$ cat src/rtl/mtsp_gscs_counter_if.sv
// Control and observation bundle for the GSC scratch-coordinate counters.
interface mtsp_gscs_counter_if #(
    parameter int CW = 8
);
    logic            EN;
    logic [3:0]      GSCs_RST;
    logic [3:0]      GSCs_INC;
    logic            CFG_WE;
    logic [2:0]      CFG_SEL;
    logic [CW-1:0]   CFG_DATA;
    logic [4*CW-1:0] GSC_COORD;
    logic [3:0]      GSC_WRAP;
    logic            GSC_DONE;

    // Pipeline/decoder side: drives masks and configuration, observes coordinate
    modport master (
        output EN, GSCs_RST, GSCs_INC, CFG_WE, CFG_SEL, CFG_DATA,
        input  GSC_COORD, GSC_WRAP, GSC_DONE
    );

    // Counter block side
    modport slave (
        input  EN, GSCs_RST, GSCs_INC, CFG_WE, CFG_SEL, CFG_DATA,
        output GSC_COORD, GSC_WRAP, GSC_DONE
    );
endinterface

$ cat src/rtl/mtsp_gscs_counter.sv
// Four scratch-coordinate counters (X,Y,Z,W) with per-component wrap limits
// and an optional X->Y->Z->W carry chain. Index 3 is X, index 0 is W, matching
// the mask bit order, so chain bit c gates the carry into component c.
module mtsp_gscs_counter #(
    parameter int         CW            = 8,
    parameter logic [2:0] CHAIN_DEFAULT = 3'b000
) (
    input logic                 CLK,
    input logic                 nRST,
    mtsp_gscs_counter_if.slave  bus
);

    logic [3:0][CW-1:0] cnt_q, cnt_d;
    logic [3:0][CW-1:0] lim_q, lim_d;
    logic [2:0]         chain_q, chain_d;
    logic [3:0]         wrap_q, wrap_d;
    logic               done_q, done_d;

    logic [3:0][CW-1:0] cnt_n;
    logic [3:0]         wrap_c;
    logic [3:0]         chain_ext;
    logic [15:0]        cfg_ext;
    logic               carry;
    logic               inc_v;
    logic               at_lim;

    // Configuration writes: independent of EN, visible from the next edge
    always_comb begin
        lim_d   = lim_q;
        chain_d = chain_q;
        cfg_ext = 16'(bus.CFG_DATA);
        if (bus.CFG_WE) begin
            if (!bus.CFG_SEL[2])
                lim_d[2'd3 - bus.CFG_SEL[1:0]] = bus.CFG_DATA;
            else if (bus.CFG_SEL == 3'd4)
                chain_d = cfg_ext[2:0];
        end
    end

    // Counter arithmetic with carry ripple X->Y->Z->W; reset beats inc and kills carry
    always_comb begin
        cnt_n     = cnt_q;
        wrap_c    = '0;
        chain_ext = {1'b0, chain_q};
        carry     = 1'b0;
        inc_v     = 1'b0;
        at_lim    = 1'b0;
        for (int c = 3; c >= 0; c--) begin
            inc_v     = bus.GSCs_INC[c] | (chain_ext[c] & carry);
            at_lim    = (cnt_q[c] >= lim_q[c]);
            wrap_c[c] = ~bus.GSCs_RST[c] & inc_v & at_lim;
            if (bus.GSCs_RST[c])
                cnt_n[c] = '0;
            else if (inc_v)
                cnt_n[c] = at_lim ? '0 : cnt_q[c] + CW'(1);
            carry = wrap_c[c];
        end
    end

    // Next-state selection: EN=0 freezes counters and drops the wrap pulse
    always_comb begin
        cnt_d  = cnt_q;
        wrap_d = '0;
        done_d = done_q;
        if (bus.EN) begin
            cnt_d  = cnt_n;
            wrap_d = wrap_c;
            if (bus.GSCs_RST[0])
                done_d = 1'b0;
            else if (wrap_c[0])
                done_d = 1'b1;
        end
    end

    // State registers with synchronous active-low reset
    always_ff @(posedge CLK) begin
        if (!nRST) begin
            cnt_q   <= '0;
            lim_q   <= '1;
            chain_q <= CHAIN_DEFAULT;
            wrap_q  <= '0;
            done_q  <= 1'b0;
        end else begin
            cnt_q   <= cnt_d;
            lim_q   <= lim_d;
            chain_q <= chain_d;
            wrap_q  <= wrap_d;
            done_q  <= done_d;
        end
    end

    assign bus.GSC_COORD = cnt_q;
    assign bus.GSC_WRAP  = wrap_q;
    assign bus.GSC_DONE  = done_q;

endmodule

$ cat src/flat_wrapper.sv
// flat-port wrapper written by rule: the top's interface ports become plain ports
module mtsp_gscs_counter_flat 
#(
    parameter int         CW            = 8,
    parameter logic [2:0] CHAIN_DEFAULT = 3'b000
)
  (CLK, nRST, bus_EN, bus_GSCs_RST, bus_GSCs_INC, bus_CFG_WE, bus_CFG_SEL, bus_CFG_DATA, bus_GSC_COORD, bus_GSC_WRAP, bus_GSC_DONE);
  mtsp_gscs_counter_if #(.CW(CW)) bus_i ();
  input logic CLK;
  input logic nRST;
  input wire logic [$bits(bus_i.EN)-1:0] bus_EN;
  input wire logic [$bits(bus_i.GSCs_RST)-1:0] bus_GSCs_RST;
  input wire logic [$bits(bus_i.GSCs_INC)-1:0] bus_GSCs_INC;
  input wire logic [$bits(bus_i.CFG_WE)-1:0] bus_CFG_WE;
  input wire logic [$bits(bus_i.CFG_SEL)-1:0] bus_CFG_SEL;
  input wire logic [$bits(bus_i.CFG_DATA)-1:0] bus_CFG_DATA;
  output wire logic [$bits(bus_i.GSC_COORD)-1:0] bus_GSC_COORD;
  output wire logic [$bits(bus_i.GSC_WRAP)-1:0] bus_GSC_WRAP;
  output wire logic [$bits(bus_i.GSC_DONE)-1:0] bus_GSC_DONE;
  assign bus_i.EN = bus_EN;
  assign bus_i.GSCs_RST = bus_GSCs_RST;
  assign bus_i.GSCs_INC = bus_GSCs_INC;
  assign bus_i.CFG_WE = bus_CFG_WE;
  assign bus_i.CFG_SEL = bus_CFG_SEL;
  assign bus_i.CFG_DATA = bus_CFG_DATA;
  assign bus_GSC_COORD = bus_i.GSC_COORD;
  assign bus_GSC_WRAP = bus_i.GSC_WRAP;
  assign bus_GSC_DONE = bus_i.GSC_DONE;
  mtsp_gscs_counter #(.CW(CW), .CHAIN_DEFAULT(CHAIN_DEFAULT)) u_core (.CLK(CLK), .nRST(nRST), .bus(bus_i));
endmodule
$ cat config.mk
export PLATFORM = sky130hd
export DESIGN_NAME = mtsp_gscs_counter_flat
export DESIGN_NICKNAME = d
export VERILOG_FILES = /design/src/rtl/mtsp_gscs_counter_if.sv /design/src/rtl/mtsp_gscs_counter.sv /design/src/flat_wrapper.sv
export SDC_FILE = /design/constraint.sdc
export NUM_CORES = 1
export LEC_CHECK = 0
export BUFFER_PORTS_ARGS = -buffer_cell sky130_fd_sc_hd__buf_2
export CORE_ASPECT_RATIO = 0.75
export CORE_MARGIN = 5
export CORE_UTILIZATION = 61
export CTS_CLUSTER_SIZE = 30
export DETAILED_ROUTE_END_ITERATION = 8
export GPL_ROUTABILITY_DRIVEN = 0
export HOLD_SLACK_MARGIN = 0.08
export PLACE_DENSITY_LB_ADDON = 0.2
export SETUP_SLACK_MARGIN = 0.3
export SLEW_MARGIN = 10
export SYNTH_ARGS = -nofsm -noshare
export SYNTH_HDL_FRONTEND = slang
export SYNTH_SLANG_ARGS = --single-unit
export TNS_END_PERCENT = 1
$ cat constraint.sdc
create_clock -name CLK -period 5.7 [get_ports CLK]
set_clock_uncertainty 0.1 [all_clocks]
set_input_delay 0.285 -clock CLK [delete_from_list [all_inputs] [get_ports CLK]]
set_output_delay 0.285 -clock CLK [all_outputs]
set_load 0.005 [all_outputs]
# --- After elaboration in Yosys (flattened, before gate mapping) ---
# Cells that the tools add are included.
op_classes:
  n_eq_ne: 1
  order_cmp: 6
  bitwise_logic: 19
  n_reduce_logical: 14
  muxes: 17
  addsub: 5
ops:
  columns: ["op", "n"]
  rows:
  - ["two-way mux 8 bit", 13]
  - ["adder 8 x 1 -> 8 bit (second input constant)", 4]
  - ["bitwise mux 32 bit", 1]
  - ["greater-or-equal comparator 8 bit", 4]
  - ["demux 8 bit (select 2 bit)", 1]
  - ["AND reduction 2 bit", 7]
  - ["bitwise AND 1 bit", 11]
  - ["nonzero test 2 bit", 5]
  - ["inverter 1 bit", 5]
  - ["== test 3 bit (second input constant)", 1]
  - ["< comparator 2 x 3 -> 1 bit (second input constant)", 1]
  - ["bitwise OR 1 bit", 3]
  - ["AND reduction 3 bit", 1]
  - ["greater-or-equal comparator 2 x 1 -> 1 bit (second input constant)", 1]
  - ["two-way mux 1 bit", 2]
  - ["subtractor 2 bit (first input constant)", 1]
  - ["logical AND 1 bit", 1]
totals:
  out_inout_bits: 37
  input_bits: 23
  elab_cells: 73
  reg_bits: 72

# --- Logic depth before layout (Yosys ltp) ---
logic_depth:
  ltp_word: 17
  ltp_mapped: 11
  depth_no_buf: 10

# --- Least setup slack after synthesis ---
# No wires, ideal clock.
synth_path:
  path_type: "register to register"
  start: "reg u_core.cnt_q (netlist bit u_core.bus.GSC_COORD[26])"
  end: "reg u_core.cnt_q (netlist bit u_core.bus.GSC_COORD[6])"
  slack_ps: 3244
  synth_period_minus_slack_ps: 2456
  required_time_ps: 5477
  stages_incl_launch_ff: 10
  setup_time_ps: 123
  t_arrival_ps: 2233
  n_path_buf: 0
  path_cell_list: "dfxtp_1 -> ha_1 -> a211oi_1 -> o21ai_1 -> a211oi_4 -> a211oi_2 -> a31o_4 -> a31o_2 -> nand3_1 -> o31ai_1"
synth_via:
  elab_chain_len: 14
synth_rtl:
  columns: ["element", "line", "rtl"]
  rows:
  - ["from (decl)", "mtsp_gscs_counter.sv:13", "logic [3:0][CW-1:0] cnt_q, cnt_d;"]
  - ["from (signal assigned)", "mtsp_gscs_counter.sv:84", "cnt_q <= cnt_d;"]
  - ["greater-or-equal comparator 8 bit", "mtsp_gscs_counter.sv:50", "at_lim = (cnt_q[c] >= lim_q[c]);"]
  - ["bitwise AND 1 bit", "mtsp_gscs_counter.sv:51", "wrap_c[c] = ~bus.GSCs_RST[c] & inc_v & at_lim;"]
  - ["bitwise AND 1 bit", "mtsp_gscs_counter.sv:49", "inc_v = bus.GSCs_INC[c] | (chain_ext[c] & carry);"]
  - ["bitwise OR 1 bit", "mtsp_gscs_counter.sv:49", null]
  - ["bitwise AND 1 bit (2 in series)", "mtsp_gscs_counter.sv:51", null]
  - ["bitwise AND 1 bit", "mtsp_gscs_counter.sv:49", null]
  - ["bitwise OR 1 bit", "mtsp_gscs_counter.sv:49", null]
  - ["bitwise AND 1 bit (2 in series)", "mtsp_gscs_counter.sv:51", null]
  - ["bitwise AND 1 bit", "mtsp_gscs_counter.sv:49", null]
  - ["bitwise OR 1 bit", "mtsp_gscs_counter.sv:49", null]
  - ["nonzero test 2 bit (no source line)", null, null]
  - ["AND reduction 2 bit (no source line)", null, null]
# No other way between the ends.
# A chain may end at the register's enable or synchronous reset.

# --- Worst setup path in the final report ---
layout_path:
  start: "reg u_core.cnt_q (netlist bit u_core.bus.GSC_COORD[26])"
  end: "reg u_core.cnt_q (netlist bit u_core.bus.GSC_COORD[14])"
layout_via:
  elab_chain_len: 10
layout_rtl:
  columns: ["element", "line"]
  rows:
  - ["greater-or-equal comparator 8 bit", "mtsp_gscs_counter.sv:50"]
  - ["bitwise AND 1 bit", "mtsp_gscs_counter.sv:51"]
  - ["bitwise AND 1 bit", "mtsp_gscs_counter.sv:49"]
  - ["bitwise OR 1 bit", "mtsp_gscs_counter.sv:49"]
  - ["bitwise AND 1 bit (2 in series)", "mtsp_gscs_counter.sv:51"]
  - ["bitwise AND 1 bit", "mtsp_gscs_counter.sv:49"]
  - ["bitwise OR 1 bit", "mtsp_gscs_counter.sv:49"]
  - ["nonzero test 2 bit (no source line)", null]
  - ["AND reduction 2 bit (no source line)", null]
# No other way between the ends.

==> results.py <==
metrics = {
    "route": {
        "dr.pass1.iters": 4,
        "vias": 3351,
        "postRouteAntennaNets": 0,
        "wl_per_cell_um": 15.5,
        "wl_um": 8970,
        "viasPerCell": 5.79,
        "drtIter0Drc": 123,
        "remaining_drc_errors": 0,
    },
    "synthesis": {
        "synth_warnings": 0,
        "ys.flop_type": "dfxtp_1",
        "syn_nets": 502,
        "postSynth.asyncResetShare": 0,
        "netlist_area_um2": 3750,
        "netlist_instances": 443,
        "synth_cell_types": 46,
        "synth_edf_count": 0,
        "synth.avg_cell_area_um2": 8.47,
        "ys_seq_area_frac": 0.384,
        "synth-seq-cells": 72,
    },
    "worst_hold_path": {
        "hold_end": "u_core.bus.GSC_WRAP[0]$_SDFF_PN0_",
        "hp-start": "bus_GSCs_RST[0]",
        "hold_class": "primary input to flip-flop",
        "min_path_cells": 3,
    },
    "floorplan": {
        "fp.dieH_um": 77.9,
        "rows": 24,
        "die_width_um": 101,
        "die_area_um2": 7830,
        "core_um2": 5890,
        "initial_core_util": 0.637,
        "io_pins": 60,
    },
    "layout": {
        "layout-drive-gt1-share": 0.172,
        "layout_common_cells": "dfxtp_1 (72), buf_2 (59), nand2_1 (53), inv_1 (41), nor2_1 (38)",
        "area_growth_pct": 14.4,
        "final_nets": 556,
        "layout_commonest_cell": "dfxtp_1",
        "final_cells": 579,
        "antenna_cells": 0,
    },
    "global_route": {
        "grt_pass1_vias": 3176,
        "grt_max_degree": 44,
        "gr-total-overflow": 0,
        "grt_antenna_before_repair": 0,
        "grt_usage": 0.238,
        "grt_pass1_wl_um": 15100,
    },
    "worst_setup_path": {
        "critPathMaxStageDelay_ns": 0.43,
        "crit_fanout": 9,
        "path_class": "flip-flop to flip-flop",
        "worstSetupEndpointType": "flip-flop",
        "critPathLaunchType": "flip-flop",
        "crit_start": "u_core.bus.GSC_COORD[26]$_SDFFE_PN0P_",
        "regToRegSetupSlack_ns": 2.95,
        "path_buf_inv": 0,
        "r2r_cells": 9,
        "critical_path_required_ns": 5.87,
        "cp_slowest_cell": "dfxtp_1",
        "critPathTopFamily": "compound AO/OA/AOI/OAI gates",
        "r2r_end": "u_core.bus.GSC_COORD[14]$_SDFFE_PN0P_",
        "path_cells": "ha_1 -> a211oi_1 -> o21ai_1 -> a211oi_4 -> a211oi_2 -> a31o_4 -> o21ai_2 -> o21ai_0 -> a21oi_1",
        "arrival_ns": 2.92,
        "regToRegStartpoint": "u_core.bus.GSC_COORD[26]$_SDFFE_PN0P_",
    },
    "clocking": {
        "cts-resized-gates": 0,
        "clockBufferDepth": 2,
        "htreeDepth": 3,
        "clk_latency_ns": 0.35,
        "cts_buffers": 9,
        "cts_setup_buffers": 0,
        "root_buffer": "clkbuf_8",
        "cts_tree": "done",
        "cts.clk_slew.worst_paths_ns": 0.08,
        "cts_sinks": 72,
        "hold_buffers": 0,
    },
    "power_and_ir_drop": {
        "power_density_nw_per_um2": 243,
        "power_leakage_nw": 2.13,
        "ir_drop_mv": 0.155,
    },
    "run_status": {
        "status": "finished, final reports clean",
    },
    "job": {
        "drv_cap": 0,
    },
    "sta": {
        "rsz0062_at_grt": "false",
        "finalSetupTns_ns": 0,
        "fin_hold_ws_ns": 0.119,
        "max_slew_margin": 0.340,
        "finalHoldViolCount": 0,
        "fmax_mhz": 363,
        "setup_violations": 0,
        "min_period_over_period": 0.483,
        "fin_crit_ns": 2.75,
        "setup_ws_ns": 2.95,
        "tightestPinTransition_ns": 0.987,
        "final-max-slew-violation-count": 0,
    },
    "place": {
        "dp_cells": 564,
        "portBuffers": 59,
        "place_ws_ns": 2.97,
        "dp_hpwl_um": 6510,
    },
}
where the power goes:
part / switching [mW] / total [mW] / leakage (nW) / internal (mW)
combinational: 0.0565 / 0.0864 / 1.45 / 0.0299
sequential: 0.00640 / 0.519 / 0.584 / 0.513
clock: 0.195 / 0.438 / 0.101 / 0.242
worst reg2reg max path, stage by stage (launching register included):
cell      delay [ns]
dfxtp_1         0.43
ha_1            0.27
a211oi_1        0.23
o21ai_1         0.14
a211oi_4        0.39
a211oi_2        0.17
a31o_4          0.31
o21ai_2         0.32
o21ai_0         0.17
a21oi_1         0.16
flip-flops by register name (all words and copies together) (netlist names):
name,count
u_core.chain_q,3
u_core.bus.GSC_COORD,32
u_core.bus.GSC_DONE,1
u_core.bus.GSC_WRAP,4
u_core.lim_q,32
per-layer routing:
| layer | up-vias | track usage | routed length, um | part of all wire |
|---|---|---|---|---|
| met5 | - | 0 | 0 | 0 |
| met4 | 0 | 0.0767 | 195 | 0.022 |
| met3 | 18 | 0.0797 | 550 | 0.061 |
| met2 | 102 | 0.368 | 3970 | 0.44 |
| met1 | 1558 | 0.314 | 4250 | 0.47 |
| li1 | 1673 | - | - | - |
final cells by class:
| type | count | area [um^2] |
|---|---|---|
| Fill cell | 478 | 1590 |
| Multi-Input combinational cell | 312 | 2090 |
| Timing Repair Buffer | 59 | 295 |
| Inverter | 43 | 161 |
| Sequential cell | 72 | 1440 |
| Clock inverter | 6 | 85.1 |
| Tap cell | 78 | 97.6 |
| Clock buffer | 9 | 124 |
Yosys cell counts (all sizes together), types with 2 or more instances:
master / count / area [um^2]
dfxtp: 72 / 1440
nand2: 53 / 199
inv: 43 / 161
nor2: 39 / 154
ha: 36 / 450
o21ai: 32 / 168
o211ai: 30 / 225
nand3: 19 / 95.1
clkbuf: 16 / 60.1
a21oi: 15 / 75.1
and3: 12 / 75.1
nor2b: 10 / 62.6
xor2: 10 / 87.6
nand4: 9 / 56.3
a211oi: 6 / 75.1
mux2i: 5 / 50.1
o31ai: 4 / 30.0
or3b: 4 / 35.0
or3: 3 / 18.8
a211o: 2 / 26.3
a21o: 2 / 15.0
a31o: 2 / 26.3
and4: 2 / 17.5
nand2b: 2 / 12.5
xnor2: 2 / 17.5
worst max path at each step:
stage                                            endpoint  depth (start not counted)
floorplan            u_core.bus.GSC_COORD[6]$_SDFFE_PN0P_                          9
global placement    u_core.bus.GSC_COORD[14]$_SDFFE_PN0P_                          9
detailed placement  u_core.bus.GSC_COORD[14]$_SDFFE_PN0P_                          9
CTS                 u_core.bus.GSC_COORD[14]$_SDFFE_PN0P_                          9
global route        u_core.bus.GSC_COORD[14]$_SDFFE_PN0P_                         10
finish              u_core.bus.GSC_COORD[14]$_SDFFE_PN0P_                          9
cells by family after synthesis:
logic type / Yosys count / synth area share
mux: 5 / 0.0133
simple gates: 157 / 0.200
compound gates: 102 / 0.195
flops: 72 / 0.384
buf+inv: 59 / 0.0590
fa+ha+maj: 36 / 0.120
xor+xnor: 12 / 0.0280
stage by stage:
step	area, um^2	total power [mW]	util
after floorplan	3750	0.584	-
after global placement	4080	0.612	0.694
after detailed placement	4080	0.616	0.694
after CTS	4290	1.05	0.729
after global routing	4290	1.09	0.729
final	4290	1.04	0.729
Power figures use the tool's default switching activity.
